===== src/rtl/if_fetch_queue.sv =====
// Instruction fetch unit with a DEPTH-entry prefetch queue in front of the IF/ID register.
// Define FETCH_PERF_CNT_EN to add the saturating stall_cycles counter output.
module if_fetch_queue #(
  parameter logic [31:0] RESET_PC = 32'h0000_0000,
  parameter int          DEPTH    = 2
) (
  input  logic        clk,
  input  logic        rst,
  output logic        imem_req,
  output logic [31:0] imem_addr,
  input  logic [31:0] imem_rdata,
  input  logic        stall,
  input  logic        redirect,
  input  logic [31:0] redirect_pc,
  output logic        valid_out,
  output logic [31:0] inst_out,
  output logic [31:0] pc_out,
  output logic [31:0] pc_plus4_out
`ifdef FETCH_PERF_CNT_EN
  ,
  output logic [31:0] stall_cycles
`endif
);

  localparam int PTR_W = $clog2(DEPTH);
  localparam int CNT_W = PTR_W + 1;
  localparam logic [CNT_W-1:0] DEPTH_C = CNT_W'(DEPTH);
  localparam logic [31:0] NOP = 32'h0000_0013;

  function automatic logic [31:0] align_pc(input logic [31:0] pc);
    return pc & ~32'h0000_0003;
  endfunction

  logic [31:0]      fetch_pc;
  logic             req_p0;
  logic             vld_p1;
  logic [31:0]      pc_p1;
  logic [31:0]      q_inst [DEPTH];
  logic [31:0]      q_pc   [DEPTH];
  logic [PTR_W-1:0] rd_ptr;
  logic [PTR_W-1:0] wr_ptr;
  logic [CNT_W-1:0] count;
  logic [CNT_W-1:0] occupancy;
  logic             vld_p2;
  logic             consume;
  logic             write;

  // Occupancy counts the in-flight response as already queued, so the queue can never overflow.
  always_comb begin
    vld_p2    = (count != '0);
    consume   = vld_p2 && !stall && !redirect;
    write     = vld_p1 && !redirect;
    occupancy = count - CNT_W'(consume) + CNT_W'(vld_p1);
    req_p0    = !rst && !redirect && (occupancy < DEPTH_C);
  end

  // p0 -> p1: request issue and in-flight tracking
  always_ff @(posedge clk or posedge rst) begin
    if (rst) begin
      fetch_pc <= RESET_PC;
      vld_p1   <= 1'b0;
    end else if (redirect) begin
      fetch_pc <= align_pc(redirect_pc);
      vld_p1   <= 1'b0;
    end else begin
      if (req_p0) fetch_pc <= fetch_pc + 32'd4;
      vld_p1 <= req_p0;
    end
  end

  always_ff @(posedge clk) begin
    if (req_p0) pc_p1 <= fetch_pc;
  end

  // p1 -> p2: response capture into the queue tail
  always_ff @(posedge clk or posedge rst) begin
    if (rst) begin
      rd_ptr <= '0;
      wr_ptr <= '0;
      count  <= '0;
    end else if (redirect) begin
      rd_ptr <= '0;
      wr_ptr <= '0;
      count  <= '0;
    end else begin
      if (consume) rd_ptr <= rd_ptr + 1'b1;
      if (write)   wr_ptr <= wr_ptr + 1'b1;
      count <= count + CNT_W'(write) - CNT_W'(consume);
    end
  end

  always_ff @(posedge clk) begin
    if (write) begin
      q_inst[wr_ptr] <= imem_rdata;
      q_pc[wr_ptr]   <= pc_p1;
    end
  end

  // p2: head of queue drives the IF/ID inputs
  always_comb begin
    valid_out    = vld_p2;
    inst_out     = NOP;
    pc_out       = '0;
    pc_plus4_out = '0;
    if (vld_p2) begin
      inst_out     = q_inst[rd_ptr];
      pc_out       = q_pc[rd_ptr];
      pc_plus4_out = q_pc[rd_ptr] + 32'd4;
    end
  end

  assign imem_req  = req_p0;
  assign imem_addr = fetch_pc;

`ifdef FETCH_PERF_CNT_EN
  function automatic logic [31:0] sat_inc(input logic [31:0] v);
    return (v == 32'hFFFF_FFFF) ? v : v + 32'd1;
  endfunction

  logic [31:0] stall_cnt;

  always_ff @(posedge clk or posedge rst) begin
    if (rst)                  stall_cnt <= '0;
    else if (vld_p2 && stall) stall_cnt <= sat_inc(stall_cnt);
  end

  assign stall_cycles = stall_cnt;
`endif

  a_count_bound: assert property (@(posedge clk) disable iff (rst) (count <= DEPTH_C));
  a_addr_align:  assert property (@(posedge clk) disable iff (rst) (fetch_pc[1:0] == 2'b00));

endmodule


===== config.mk =====
export PLATFORM = sky130hd
export DESIGN_NAME = if_fetch_queue
export DESIGN_NICKNAME = d
export VERILOG_FILES = /design/src/rtl/if_fetch_queue.sv
export SDC_FILE = /design/constraint.sdc
export NUM_CORES = 1
export LEC_CHECK = 0
export BUFFER_PORTS_ARGS = -buffer_cell sky130_fd_sc_hd__buf_2
export CAP_MARGIN = 20
export CORE_UTILIZATION = 35
export DETAILED_ROUTE_END_ITERATION = 10
export GPL_ROUTABILITY_DRIVEN = 0
export PLACE_DENSITY = 0.67
export SLEW_MARGIN = 15
export SYNTH_ARGS = -nofsm -noshare
export SYNTH_HDL_FRONTEND = slang
export SYNTH_SLANG_ARGS = --single-unit

===== constraint.sdc =====
create_clock -name clk -period 6.52 [get_ports clk]
set_input_delay 0.652 -clock clk [delete_from_list [all_inputs] [get_ports clk]]
set_output_delay 0.652 -clock clk [all_outputs]
set_load 0.005 [all_outputs]

# Yosys cells after proc, flatten, opt, wreduce, memory -nomap -nowiden
# Memory sizes are Yosys's and may differ from the RTL's.
# Cells that the tools add are included.
# totals
in_bits	68
output_inout_bits	130
ram_bits	128
elab_cells	42
regBits	69
n_memories	2
# mem_list
memory	words	word_bits	rd	rd_clocked_by_memory_dff	wr	line	rtl
q_inst	2	32	1	0	1	38	logic [31:0] q_inst [DEPTH];
q_pc	2	32	1	0	1	39	logic [31:0] q_pc [DEPTH];
# classes
mux	13
add_sub_neg	8
n_lt_le_gt_ge	1
reduce_logical	12
# op_table
cell	n
$mux 32	5
$add 32x3->32 const B	2
$reduce_bool 2->1	4
$mux 1	7
$logic_and 1x1->1	5
$add 2x1->2	2
$sub 2x1->2	2
$logic_not 1->1	3
$add 1x1->1 const B	2
$lt 2x2->1 const B	1
$mux 2	1

# Longest topological paths before layout
# depth
depth_word	9
depth_mapped	11
mapped_depth_nobuf	8

# Worst setup path after synthesis
# Ideal clock, no wire load.
# synth_path
path_type	input port to output port
start	input redirect
end	output imem_req
path_buffers	3
stages	8
setup_slack_ns	1.326
arrival_time_ns	4.542
path_cell_list	clkbuf_1 buf_1 clkbuf_1 nor3_1 ha_1 and2b_4 xor2_1 nor3_1
# synth_via
elab_chain_cells	6
word_cells_on_any_way	7
cone_classes	2 x add/sub; 1 x order compare; 4 x reduce/logical
# synth_rtl
element	line	rtl
from (decl)	13	input logic redirect,
$logic_not 1->1 (*)	51, 54	
$logic_and 1x1->1	51	consume = vld_p2 && !stall && !redirect;
$sub 2x1->2	53	occupancy = count - CNT_W'(consume) + CNT_W'(vld_p1);
$add 2x1->2	53	
$lt 2x2->1	54	req_p0 = !rst && !redirect && (occupancy < DEPTH_C);
$logic_and 1x1->1 (*)	54	
to (decl)	9	output logic imem_req,
# Every way passes the cells marked *; elsewhere a longest branch is shown, timed or not.

# Worst setup path after layout
# layout_path
start	register rd_ptr
end	output pc_plus4_out[30]
# layout_via
elab_chain_cells	3
# layout_rtl
element	line	rtl
from (decl)	40	logic [PTR_W-1:0] rd_ptr;
from (signal assigned)	86	if (consume) rd_ptr <= rd_ptr + 1'b1;
$mem_v2 2x32	-	
$add 32x3->32	108	pc_plus4_out = q_pc[rd_ptr] + 32'd4;
$mux 32	105	if (vld_p2) begin
to (decl)	18	output logic [31:0] pc_plus4_out
# No other way between the ends.

==> results.cfg <==
[status]
outcome = complete, no violations

[setup_path]
r2r_setup_slack_ns = 3.62
worstSetupEndpointType = output pin
worstPathRequired_ns = 5.87
cp_max_fo = 62
crit_family = flip-flops
r2r-end = imem_addr[27]
critPathBufInv = 1
reg2reg_depth = 8
cp_slowest_cell = dfrtp_4
crit_path_start = rd_ptr
reg2reg_from = count[1]
cp.arrival_ns = 3.71
max_stage_delay_ns = 0.90
cp-start-kind = flop
crit_chain = mux2_2 > ha_1 > nand4_1 > a221oi_4 > nand3_2 > nor4_1 > mux2_1 > buf_2
crit_type = reg -> out

[detailed_routing]
routedWlPerCell_um = 16.8
dr.pass1.iters = 5
drt-vias-per-instance = 4.91
routed_wl_um = 20500
drc = 0
ant_nets = 0
via_count = 5974
drt_iter0_markers = 400

[sta]
worstMarginPinSlew_ns = 1.05
period_share_pct = 66.8
finalClockSkew_ns = 0.00753
final.min_clock_period_ns = 4.36
worst_slack_ns = 2.16
final_hold_viol_count = 0
clock.fmax_mhz = 229
maxSlewHeadroom_pct = 29.3
tns_ns = 0
drv_slew = 0
rsz0062_at_grt = false
setup-violations-final = 0

[clock_network]
cts_setup_buffers = 0
cts_resized = 0
cts_sinks = 189
cts-buffers-inserted = 17
root_buffer = clkbuf_16
cts_max_level = 4
cts_hold_buf = 0
tritoncts = built
clockBufferDepth = 2
clkTransAtPathRegs_ns = 0.07
clock_latency_ns = 0.43

[finish]
final_cells = 1217
multi_input_area_sq_mm = 0.00312
fill_cells = 2344
syn_to_final_growth_pct = 20.4
nets = 952
regArea_sq_mm = 0.00550
final_layout_size_suffix_gt1_share_pct = 28.4
final_area_sq_mm = 0.0106

[hold_path]
hold_path_class = in -> reg
hold_end = q_inst[0][26]
whs_path_depth = 1
hp-start = imem_rdata[26]

[synthesis]
synth_area_sq_mm = 0.00883
synth_cell_types = 67
synth_most_common_cell = edfxtp_1
synth-seq-cells = 189
synthFlopType = edfxtp_1
synth-async-reset-ratio_pct = 18.5
synth_top_area_share_pct = 52.4
synth_common_cells = edfxtp_1, nor2_1, mux2i_1
synth_cells = 699
ys_seq_area_share_pct = 62.3
yosysWarnings = 0
synth_edf_count = 154
yosysTopAreaCell = edfxtp_1
synth_area_per_cell_sq_um = 12.6
ys_top_cells_by_area = edfxtp_1, dfrtp_1, mux2i_1, nor2_1, nand2_1

[placement]
pre_cts_slack_ns = 2.60
portBuffers = 189
dp.cells = 1184
placed_area_sq_mm = 0.0101
place_hpwl_um = 14500

[flow_run]
cap_viol_max_count = 0

[power_and_ir_drop]
power_mw = 2.90
vdd_drop_max_uv = 130
p_leak_nw = 4.10
p_per_area_mw_per_mm2 = 273

[floorplan]
rows = 57
core-area_sq_mm = 0.0245
dieWidth_um = 161
start_util_pct = 36.0
io_pins = 198
die-area_sq_mm = 0.0259
die_h_um = 161

[grt]
antenna_found_initial = 1
grt_pass1_wl_um = 31200
gr-total-overflow = 0
grt_usage_pct = 15.9
grt_pass1_vias = 5579
grt_max_degree = 80
## registers in the layout, summed over array words and instances, names as in the netlist
name / flops
imem_addr: 30
q_inst: 64
rd_ptr: 1
pc_p1: 30
wr_ptr: 1
vld_p1: 1
count: 2
q_pc: 60
## worst reg2reg max path, stage by stage (launching register included)
cell     delay (ns)
dfrtp_1        0.54
nor2_4         0.06
nor3_1         0.26
ha_1           0.32
xor2_4         0.27
xor2_1         0.22
nor4_2         0.76
mux2i_1        0.27
nand3_1        0.08
## final cells by class
cell class                      count  share of cell area (%)
Timing Repair Buffer              195                    9.32
Clock inverter                     12                    1.06
Tap cell                          324                    3.81
Antenna cell                        1                  0.0235
Multi-Input combinational cell    462                    29.3
Clock buffer                       20                    4.20
Inverter                           14                   0.494
Sequential cell                   189                    51.8
## logic make-up (layout without fill, tap and decap cells)
| logic type | after synthesis | in the layout | share of synthesized area, % |
|---|---|---|---|
| xor+xnor | 35 | 35 | 3.90 |
| other cells | 1 | 7 | 0.0425 |
| fa+ha+maj | 5 | 5 | 0.708 |
| buf+inv | 53 | 241 | 2.89 |
| mux | 67 | 67 | 7.71 |
| flops | 189 | 189 | 62.3 |
| compound gates | 85 | 85 | 6.74 |
| simple gates | 264 | 264 | 15.7 |
## per-stage QoR
step	util [%]	hold WS [ns]
floorplan	-	0.421
detailed placement	41.0	0.433
global route	43.3	0.387
global placement	41.0	0.425
CTS	43.3	0.381
finish	43.3	0.400
## worst max path at each step
stage | to | slack [ns] | depth (start not counted)
after floorplan | imem_req | 1.33 | 8
after global placement | pc_plus4_out[30] | 2.61 | 8
after detailed placement | pc_plus4_out[30] | 2.60 | 8
after CTS | pc_plus4_out[30] | 2.10 | 8
after global routing | pc_plus4_out[30] | 1.92 | 8
final | pc_plus4_out[30] | 2.16 | 8
## metal layers
layer	up-vias	routed length, um	GRT usage (%)
li1	2948	-	-
met1	2828	9560	21.5
met2	176	9460	24.9
met3	22	1100	3.13
met4	0	386	6.30
met5	-	0	0
## where the power goes
| group | leakage [nW] | internal [mW] | total [mW] | switching (mW) |
|---|---|---|---|---|
| clock | 0.277 | 0.516 | 0.993 | 0.476 |
| combinational | 2.00 | 0.189 | 0.449 | 0.260 |
| sequential | 1.82 | 1.38 | 1.46 | 0.0740 |
## placed cells by master, fill, tap and decap left out, types with 16 or more instances in the layout
master / count
clkbuf_16: 17
nand3_1: 17
nand2_1: 54
mux2i_1: 59
xnor2_1: 16
dfrtp_1: 34
nand4_1: 20
nor2_1: 85
edfxtp_1: 154
xor2_1: 17
buf_2: 189
o21ai_1: 24
Power figures use the tool's default switching activity.
